===== src/rtl/hermes_buffer.sv =====
// hermes_buffer: per-port input buffer of the Hermes router.
// Circular flit FIFO plus a packet FSM that requests the switch and streams one packet under credit flow control.
module hermes_buffer #(
    parameter int FLIT_SIZE   = 32,
    parameter int BUFFER_SIZE = 8
) (
    input  logic                 clk_i,
    input  logic                 rst_i,
    input  logic                 rx_i,
    input  logic [FLIT_SIZE-1:0] data_i,
    output logic                 credit_o,
    output logic                 req_o,
    input  logic                 ack_i,
    output logic                 sending_o,
    output logic [FLIT_SIZE-1:0] data_o,
    output logic                 tx_o,
    input  logic                 credit_i
);
    localparam int PTR_W = $clog2(BUFFER_SIZE);
    localparam int CNT_W = PTR_W + 1;
    localparam logic [CNT_W-1:0] FULL_COUNT = CNT_W'(BUFFER_SIZE);

    typedef enum logic [2:0] {
        S_IDLE,
        S_REQ,
        S_HEADER,
        S_SIZE,
        S_PAYLOAD
    } state_t;

    logic [FLIT_SIZE-1:0] r_mem [BUFFER_SIZE];
    logic [PTR_W-1:0]     r_head;
    logic [PTR_W-1:0]     r_tail;
    logic [CNT_W-1:0]     r_count;
    state_t               r_state;
    logic [FLIT_SIZE-1:0] r_payload_left;

    logic w_push;
    logic w_pop;
    logic w_not_empty;

    // credit_o depends only on the registered count, so a pop never frees a slot in the same cycle.
    assign w_not_empty = (r_count != '0);
    assign credit_o    = (r_count != FULL_COUNT);
    assign w_push      = rx_i && credit_o;
    assign w_pop       = tx_o && credit_i;

    assign req_o     = (r_state == S_REQ);
    assign sending_o = (r_state == S_HEADER) || (r_state == S_SIZE) || (r_state == S_PAYLOAD);
    assign tx_o      = sending_o && w_not_empty;
    assign data_o    = r_mem[r_head];

    // NOTE: storage is deliberately not reset; the count alone decides which entries are valid.
    always_ff @(posedge clk_i) begin
        if (w_push) begin
            r_mem[r_tail] <= data_i;
        end
    end

    // NOTE: sequential state uses non-blocking assignments so every register samples pre-edge values.
    always_ff @(posedge clk_i) begin
        if (rst_i) begin
            r_head  <= '0;
            r_tail  <= '0;
            r_count <= '0;
        end else begin
            if (w_push) begin
                r_tail <= r_tail + PTR_W'(1);
            end
            if (w_pop) begin
                r_head <= r_head + PTR_W'(1);
            end
            case ({w_push, w_pop})
                2'b10:   r_count <= r_count + CNT_W'(1);
                2'b01:   r_count <= r_count - CNT_W'(1);
                default: r_count <= r_count;
            endcase
        end
    end

    always_ff @(posedge clk_i) begin
        if (rst_i) begin
            r_state        <= S_IDLE;
            r_payload_left <= '0;
        end else begin
            case (r_state)
                S_IDLE: begin
                    if (w_not_empty) begin
                        r_state <= S_REQ;
                    end
                end
                S_REQ: begin
                    if (ack_i) begin
                        r_state <= S_HEADER;
                    end
                end
                S_HEADER: begin
                    if (w_pop) begin
                        r_state <= S_SIZE;
                    end
                end
                S_SIZE: begin
                    // The size flit is the payload length; a zero-length packet ends here.
                    if (w_pop) begin
                        r_payload_left <= data_o;
                        r_state        <= (data_o == '0) ? S_IDLE : S_PAYLOAD;
                    end
                end
                S_PAYLOAD: begin
                    if (w_pop) begin
                        r_payload_left <= r_payload_left - FLIT_SIZE'(1);
                        if (r_payload_left == FLIT_SIZE'(1)) begin
                            r_state <= S_IDLE;
                        end
                    end
                end
                default: r_state <= S_IDLE;
            endcase
        end
    end
endmodule


===== config.mk =====
export PLATFORM = sky130hd
export DESIGN_NAME = hermes_buffer
export DESIGN_NICKNAME = d
export VERILOG_FILES = /design/src/rtl/hermes_buffer.sv
export SDC_FILE = /design/constraint.sdc
export NUM_CORES = 1
export LEC_CHECK = 0
export ABC_AREA = 1
export ABC_CLOCK_PERIOD_IN_PS = 6600
export CAP_MARGIN = 30
export CORE_ASPECT_RATIO = 2
export CORE_MARGIN = 5
export CORE_UTILIZATION = 55
export CTS_BUF_LIST = sky130_fd_sc_hd__clkbuf_4 sky130_fd_sc_hd__clkbuf_8
export CTS_CLUSTER_SIZE = 10
export DETAILED_ROUTE_END_ITERATION = 16
export DONT_BUFFER_PORTS = 1
export PLACE_DENSITY = 0.7
export SYNTH_ARGS = -nofsm -noshare
export SYNTH_HDL_FRONTEND = slang
export SYNTH_SLANG_ARGS = --single-unit

===== constraint.sdc =====
create_clock -name clk_i -period 6.6 [get_ports clk_i]
set_clock_uncertainty 0.2 [all_clocks]
set_input_delay 0.99 -clock clk_i [delete_from_list [all_inputs] [get_ports clk_i]]
set_output_delay 0.99 -clock clk_i [all_outputs]
set_load 0.05 [all_outputs]

Yosys cells after proc, flatten, opt, wreduce, memory -nomap -nowiden

Memories as Yosys holds them, arrays and structs flattened. A register that Yosys moved wholly into a read port is not among the register bits.
Cells that the tools add are included.
Widths: inputs -> output; s select.

Eq/ne operators: 14
Muxes and demuxes: 16
$add $sub $neg: 5
Reductions and logical operators: 12

Operator list:

| operator              | count |
|---|---|
| $mux 32               | 2 |
| $pmux 32 s2           | 1 |
| $eq 32x1->1 const B   | 1 |
| $logic_not 32->1      | 1 |
| $sub 32x1->32 const B | 1 |
| $mux 3                | 9 |
| $pmux 3 s5            | 1 |
| $ne 2x2->1 const B    | 4 |
| $pmux 4 s2            | 1 |
| $add 3x1->3 const B   | 2 |
| $eq 3x2->1 const B    | 2 |
| $reduce_and 6->1      | 1 |
| $add 4x1->4 const B   | 1 |
| $ne 2x1->1 const B    | 2 |
| $ne 4x4->1 const B    | 1 |
| $reduce_bool 2->1     | 2 |
| $reduce_bool 4->1     | 1 |
| $sub 4x1->4 const B   | 1 |
| $eq 3x1->1 const B    | 1 |
| $eq 3x3->1 const B    | 1 |
| $logic_and 1x1->1     | 3 |
| $logic_not 3->1       | 1 |
| $reduce_and 3->1      | 1 |
| $eq 2x1->1 const B    | 1 |
| 3 further kinds       | 5 |

Memories kept: 1
Bits in registers: 45
Output and inout bits: 36
Input bits: 37
Bits in writable memories: 256
Logic and storage cells: 53

Memory list:

| name  | words | width | read ports | clocked after memory_dff | wr ports | line | source |
|---|---|---|---|---|---|---|---|
| r_mem | 8     | 32    | 1          | 1                        | 1        | 31   | `logic [FLIT_SIZE-1:0] r_mem [BUFFER_SIZE];` |

Depth between registers and ports, before layout

Depth after elaboration: 7
Gate-level depth with buffers: 15
Gate-level depth less buffers: 14

Least setup slack after synthesis

OpenSTA, ideal clock, no wires.

Path type: flip-flop to flip-flop
From: reg r_count[1]
To: mem r_mem[1][0], enable pin
Setup slack: 3.209 ns
Arrival time: 2.770 ns
Required time: 5.979 ns
Stages on the path, launching flop included: 9
Buffers on the path: 0
Setup time: 0.421 ns
Path through: dfxtp_1 > inv_1 > nand2_1 > inv_1 > nand3_1 > nand2_1 > nor2_1 > inv_1 > nor2_1

Longest elaborated chain between the ends: 4

RTL lines:

| item                         | line | source |
|---|---|---|
| start, declared              | 34   | `logic [CNT_W-1:0] r_count;` |
| start signal, assigned       | 74   | `2'b10: r_count <= r_count + CNT_W'(1);` |
| start signal, assigned       | 75   | `2'b01: r_count <= r_count - CNT_W'(1);` |
| start signal, assigned       | 76   | `default: r_count <= r_count;` |
| $ne 4x4->1                   | 44   | `assign credit_o = (r_count != FULL_COUNT);` |
| net credit_o                 | 11   | `output logic credit_o,` |
| $logic_and 1x1->1            | 45   | `assign w_push = rx_i && credit_o;` |
| $mux 1                       | 55   | `if (w_push) begin` |
| $mux 1 (implied by the code) | 56   | `r_mem[r_tail] <= data_i;` |
| end, declared                | 31   |  |

The timed path passes the listed nets, and every way through them passes these cells.

==> results.py <==
metrics = {
    "finish": {
        "fin_area_mm2": 0.01505,
        "register_area_mm2": 0.008655,
        "syn_to_final_growth_pct": 7.904,
        "drive_gt1_share_pct": 7.592,
        "multiInputGateArea_mm2": 0.004150,
        "finalNetCount": 1544,
        "fillers": 2181,
    },
    "grt": {
        "grt_usage_pct": 23.03,
        "grt_max_degree": 88,
        "grt_pass1_wl_um": 50890,
        "antenna_found_initial": 1,
        "overflow": 0,
        "grt_pass1_vias": 9645,
    },
    "worst_hold_path": {
        "min_from": "r_tail[0]$_SDFFE_PP0P_",
        "hold_class": "flop to flop",
    },
    "clock_network": {
        "h-tree-depth": 2,
        "cts_made_buffers": 42,
        "cts_tree": "built",
        "clk_latency_ns": 0.56,
        "ctsRootBufferMaster": "clkbuf_8",
        "ctsResizeCount": 0,
        "postCtsHoldBufs": 0,
        "post_cts_buffers": 0,
        "cts_buffer_depth": 3,
        "clk_pin_slew_worst_paths_ns": 0.07,
        "clock_sinks": 304,
    },
    "logic_synthesis": {
        "synth_seq_area_share_pct": 62.01,
        "synth_fp_nets": 1549,
        "synth_flop_cell": "edfxtp_1",
        "ys_seq_elements": 304,
        "synth-edff-count": 256,
        "synth-async-reset-ratio_pct": 0,
        "synth.distinct_cells": 43,
        "syn_area_mm2": 0.01395,
        "syn_inst": 1505,
        "yosysWarnings": 0,
        "avgSynthCellArea_um2": 9.266,
    },
    "power": {
        "clkPwrFrac_pct": 32.8,
        "p_comb_share_pct": 17.0,
        "power_density_mw_per_mm2": 288.1,
        "p_sw_mw": 1.289,
        "internal_power_mw": 3.047,
        "peakVddDrop_v": 0.0001783,
        "p_sw_share_pct": 29.72,
        "power_frac_seq_pct": 50.2,
        "p_leak_nw": 6.360,
    },
    "worst_setup_path": {
        "startpoint_type": "flop",
        "worstPathArrival_ns": 3.14,
        "timing.rr.start": "r_state[2]$_SDFFE_PP0P_",
        "cp_max_fo": 87,
        "cp-end-kind": "output pin",
        "critPathRequiredTime_ns": 5.41,
        "crit_type": "flop to output pin",
    },
    "detailed_routing": {
        "vias": 9928,
        "drc_errors": 0,
        "wl_per_cell_um": 17.54,
        "routed_wl_um": 32710,
        "ant_nets": 0,
        "drt_iter0_markers": 852,
        "viasPerCell": 5.323,
        "firstDrtPassIters": 6,
    },
    "flow_run": {
        "max-cap-violations": 0,
    },
    "sta": {
        "finalSetupViolCount": 0,
        "fin_crit_ns": 4.333,
        "rsz0062_at_grt": "no",
        "period_share_pct": 65.64,
        "relSlewSlack_pct": 35.83,
        "drv_slew": 0,
        "hold_viol": 0,
        "fin_tns_setup_ns": 0,
        "timing.fmax_mhz": 230.8,
        "tightest_slew_ns": 0.9626,
    },
    "floorplanning": {
        "start_util_pct": 55.71,
        "fp.dieH_um": 235.2,
        "io_pins": 73,
        "core_area_mm2": 0.02503,
        "die_area_mm2": 0.02883,
        "die_w_um": 122.6,
        "num_rows": 82,
    },
    "place": {
        "hpwl_um": 19920,
        "placed_cell_area_mm2": 0.01423,
        "gp_congestion": 0.9279,
        "numPortBuffers": 0,
    },
    "outcome": {
        "status": "completed",
    },
}
## cell usage after synthesis, types with 2 or more instances
library cell  instances  area, um^2
a211oi_1              2       15.01
a21oi_1              66       330.3
a221oi_2              2       30.03
and2_1                2       12.51
buf_1                11       41.29
buf_2                24       120.1
buf_4                15       112.6
buf_6                 2       22.52
clkbuf_1             13       48.80
dfxtp_1              48       960.9
edfxtp_1            256        7687
ha_1                  7       87.58
inv_1               224       840.8
inv_2                 7       26.28
nand2_1             489        1836
nand3_1             148       740.7
nand4_1               4       25.02
nor2_1               78       292.8
nor2_2                3       18.77
nor3_1               12       60.06
nor3b_1               2       15.01
nor4_1                2       12.51
o211ai_1              4       30.03
o21ai_0              23       115.1
o21ai_1              23       115.1
o22ai_1               4       25.02
or2_2                 2       12.51
xnor2_1               8       70.07
xor2_1               10       87.58
## per-stage QoR
| step | setup WS [ns] | hold slack (ns) | util, % | power (mW) | cells |
|---|---|---|---|---|---|
| 2_1_floorplan | 3.209 | 0.2572 | - | 2.806 | 1505 |
| 3_3_place_gp | 2.936 | 0.2565 | 56.75 | 2.945 | 1791 |
| 3_5_place_dp | 2.874 | 0.2827 | 56.83 | 2.959 | 1792 |
| 4_1_cts | 2.258 | 0.2462 | 60.10 | 4.375 | 1864 |
| 5_1_grt | 2.098 | 0.2566 | 60.11 | 4.526 | 1865 |
| 6_report | 2.267 | 0.2867 | 60.11 | 4.336 | 1865 |
## worst max-delay path, cell delays in order, from the launching register on
cell and delay, ns:
dfxtp_4 0.66, buf_4 0.79, nand2_1 0.14, nand3_1 0.12
nand2_1 0.06, o21ai_1 0.39, inv_1 0.35
## final timing paths
| check | endpoint | slack, ns | cells after the start |
|---|---|---|---|
| setup / recovery | data_o[6] | 2.27 | 6 |
| hold / removal | r_tail[0]$_SDFFE_PP0P_ | 0.29 | 2 |
| setup reg to reg | r_count[2]$_SDFFE_PP0P_ | 3.20 | 11 |
| hold reg to reg | r_tail[0]$_SDFFE_PP0P_ | 0.29 | 2 |
## power by group through the flow
stage | Combinational (mW) | Clock (mW) | Sequential (mW)
2_1_floorplan | 0.605 | 0 | 2.20
3_3_place_gp | 0.730 | 0 | 2.22
3_5_place_dp | 0.742 | 0 | 2.22
4_1_cts | 0.745 | 1.45 | 2.18
5_1_grt | 0.813 | 1.53 | 2.18
6_report | 0.738 | 1.42 | 2.18
## registers in the layout, indices dropped and copies added, names as in the netlist, named ones only
register	flops
r_tail	3
r_payload_left	32
r_state	3
r_mem	256
r_count	4
r_head	3
## placed cells by master (no fill, tap or decap), types with 2 or more instances in the layout
cell type and count:
xor2_1 10, o21ai_1 23, edfxtp_1 256, o21ai_0 23
buf_4 15, nor2_2 3, nand2_1 489, nor3b_1 2
dfxtp_1 45, and2_1 2, clkbuf_8 51, inv_2 6
a211oi_1 2, clkbuf_4 9, nor2_4 9, xnor2_1 8
nor4_1 2, nor3_2 2, or2_2 2, a21oi_1 66
nand3_1 148, nor2_1 70, clkinv_2 5, inv_1 224
dfxtp_2 2, o211ai_1 4, nor3_1 11, clkinv_1 8
nand4_1 4, o22ai_1 4, ha_1 7, a221oi_2 2
## kinds of logic after synthesis
| logic type | Yosys count | share of synthesized area [%] |
|---|---|---|
| simple gates | 751 | 22.45 |
| fa+ha+maj | 7 | 0.6280 |
| compound gates | 129 | 5.087 |
| buf+inv | 296 | 8.694 |
| xor+xnor | 18 | 1.130 |
| flops | 304 | 62.01 |
## layer usage
layer | global-route usage [%] | up-vias | wire length (um)
met5 | 0 | - | 0
met4 | 11.76 | 0 | 1710
met3 | 4.448 | 98 | 2105
met2 | 40.76 | 328 | 16970
met1 | 25.85 | 4661 | 11930
li1 | - | 4841 | -
## final cells by class
cell class	count	share of cell area, %
flip-flops and latches	304	57.51
multi-input cells	905	27.58
inverters	231	5.770
clock buffers	60	5.113
well taps	336	2.794
repair buffers	16	0.8813
clock inverters	12	0.3326
diodes	1	0.01663
Note: power is estimated with default switching activity, not from simulation.
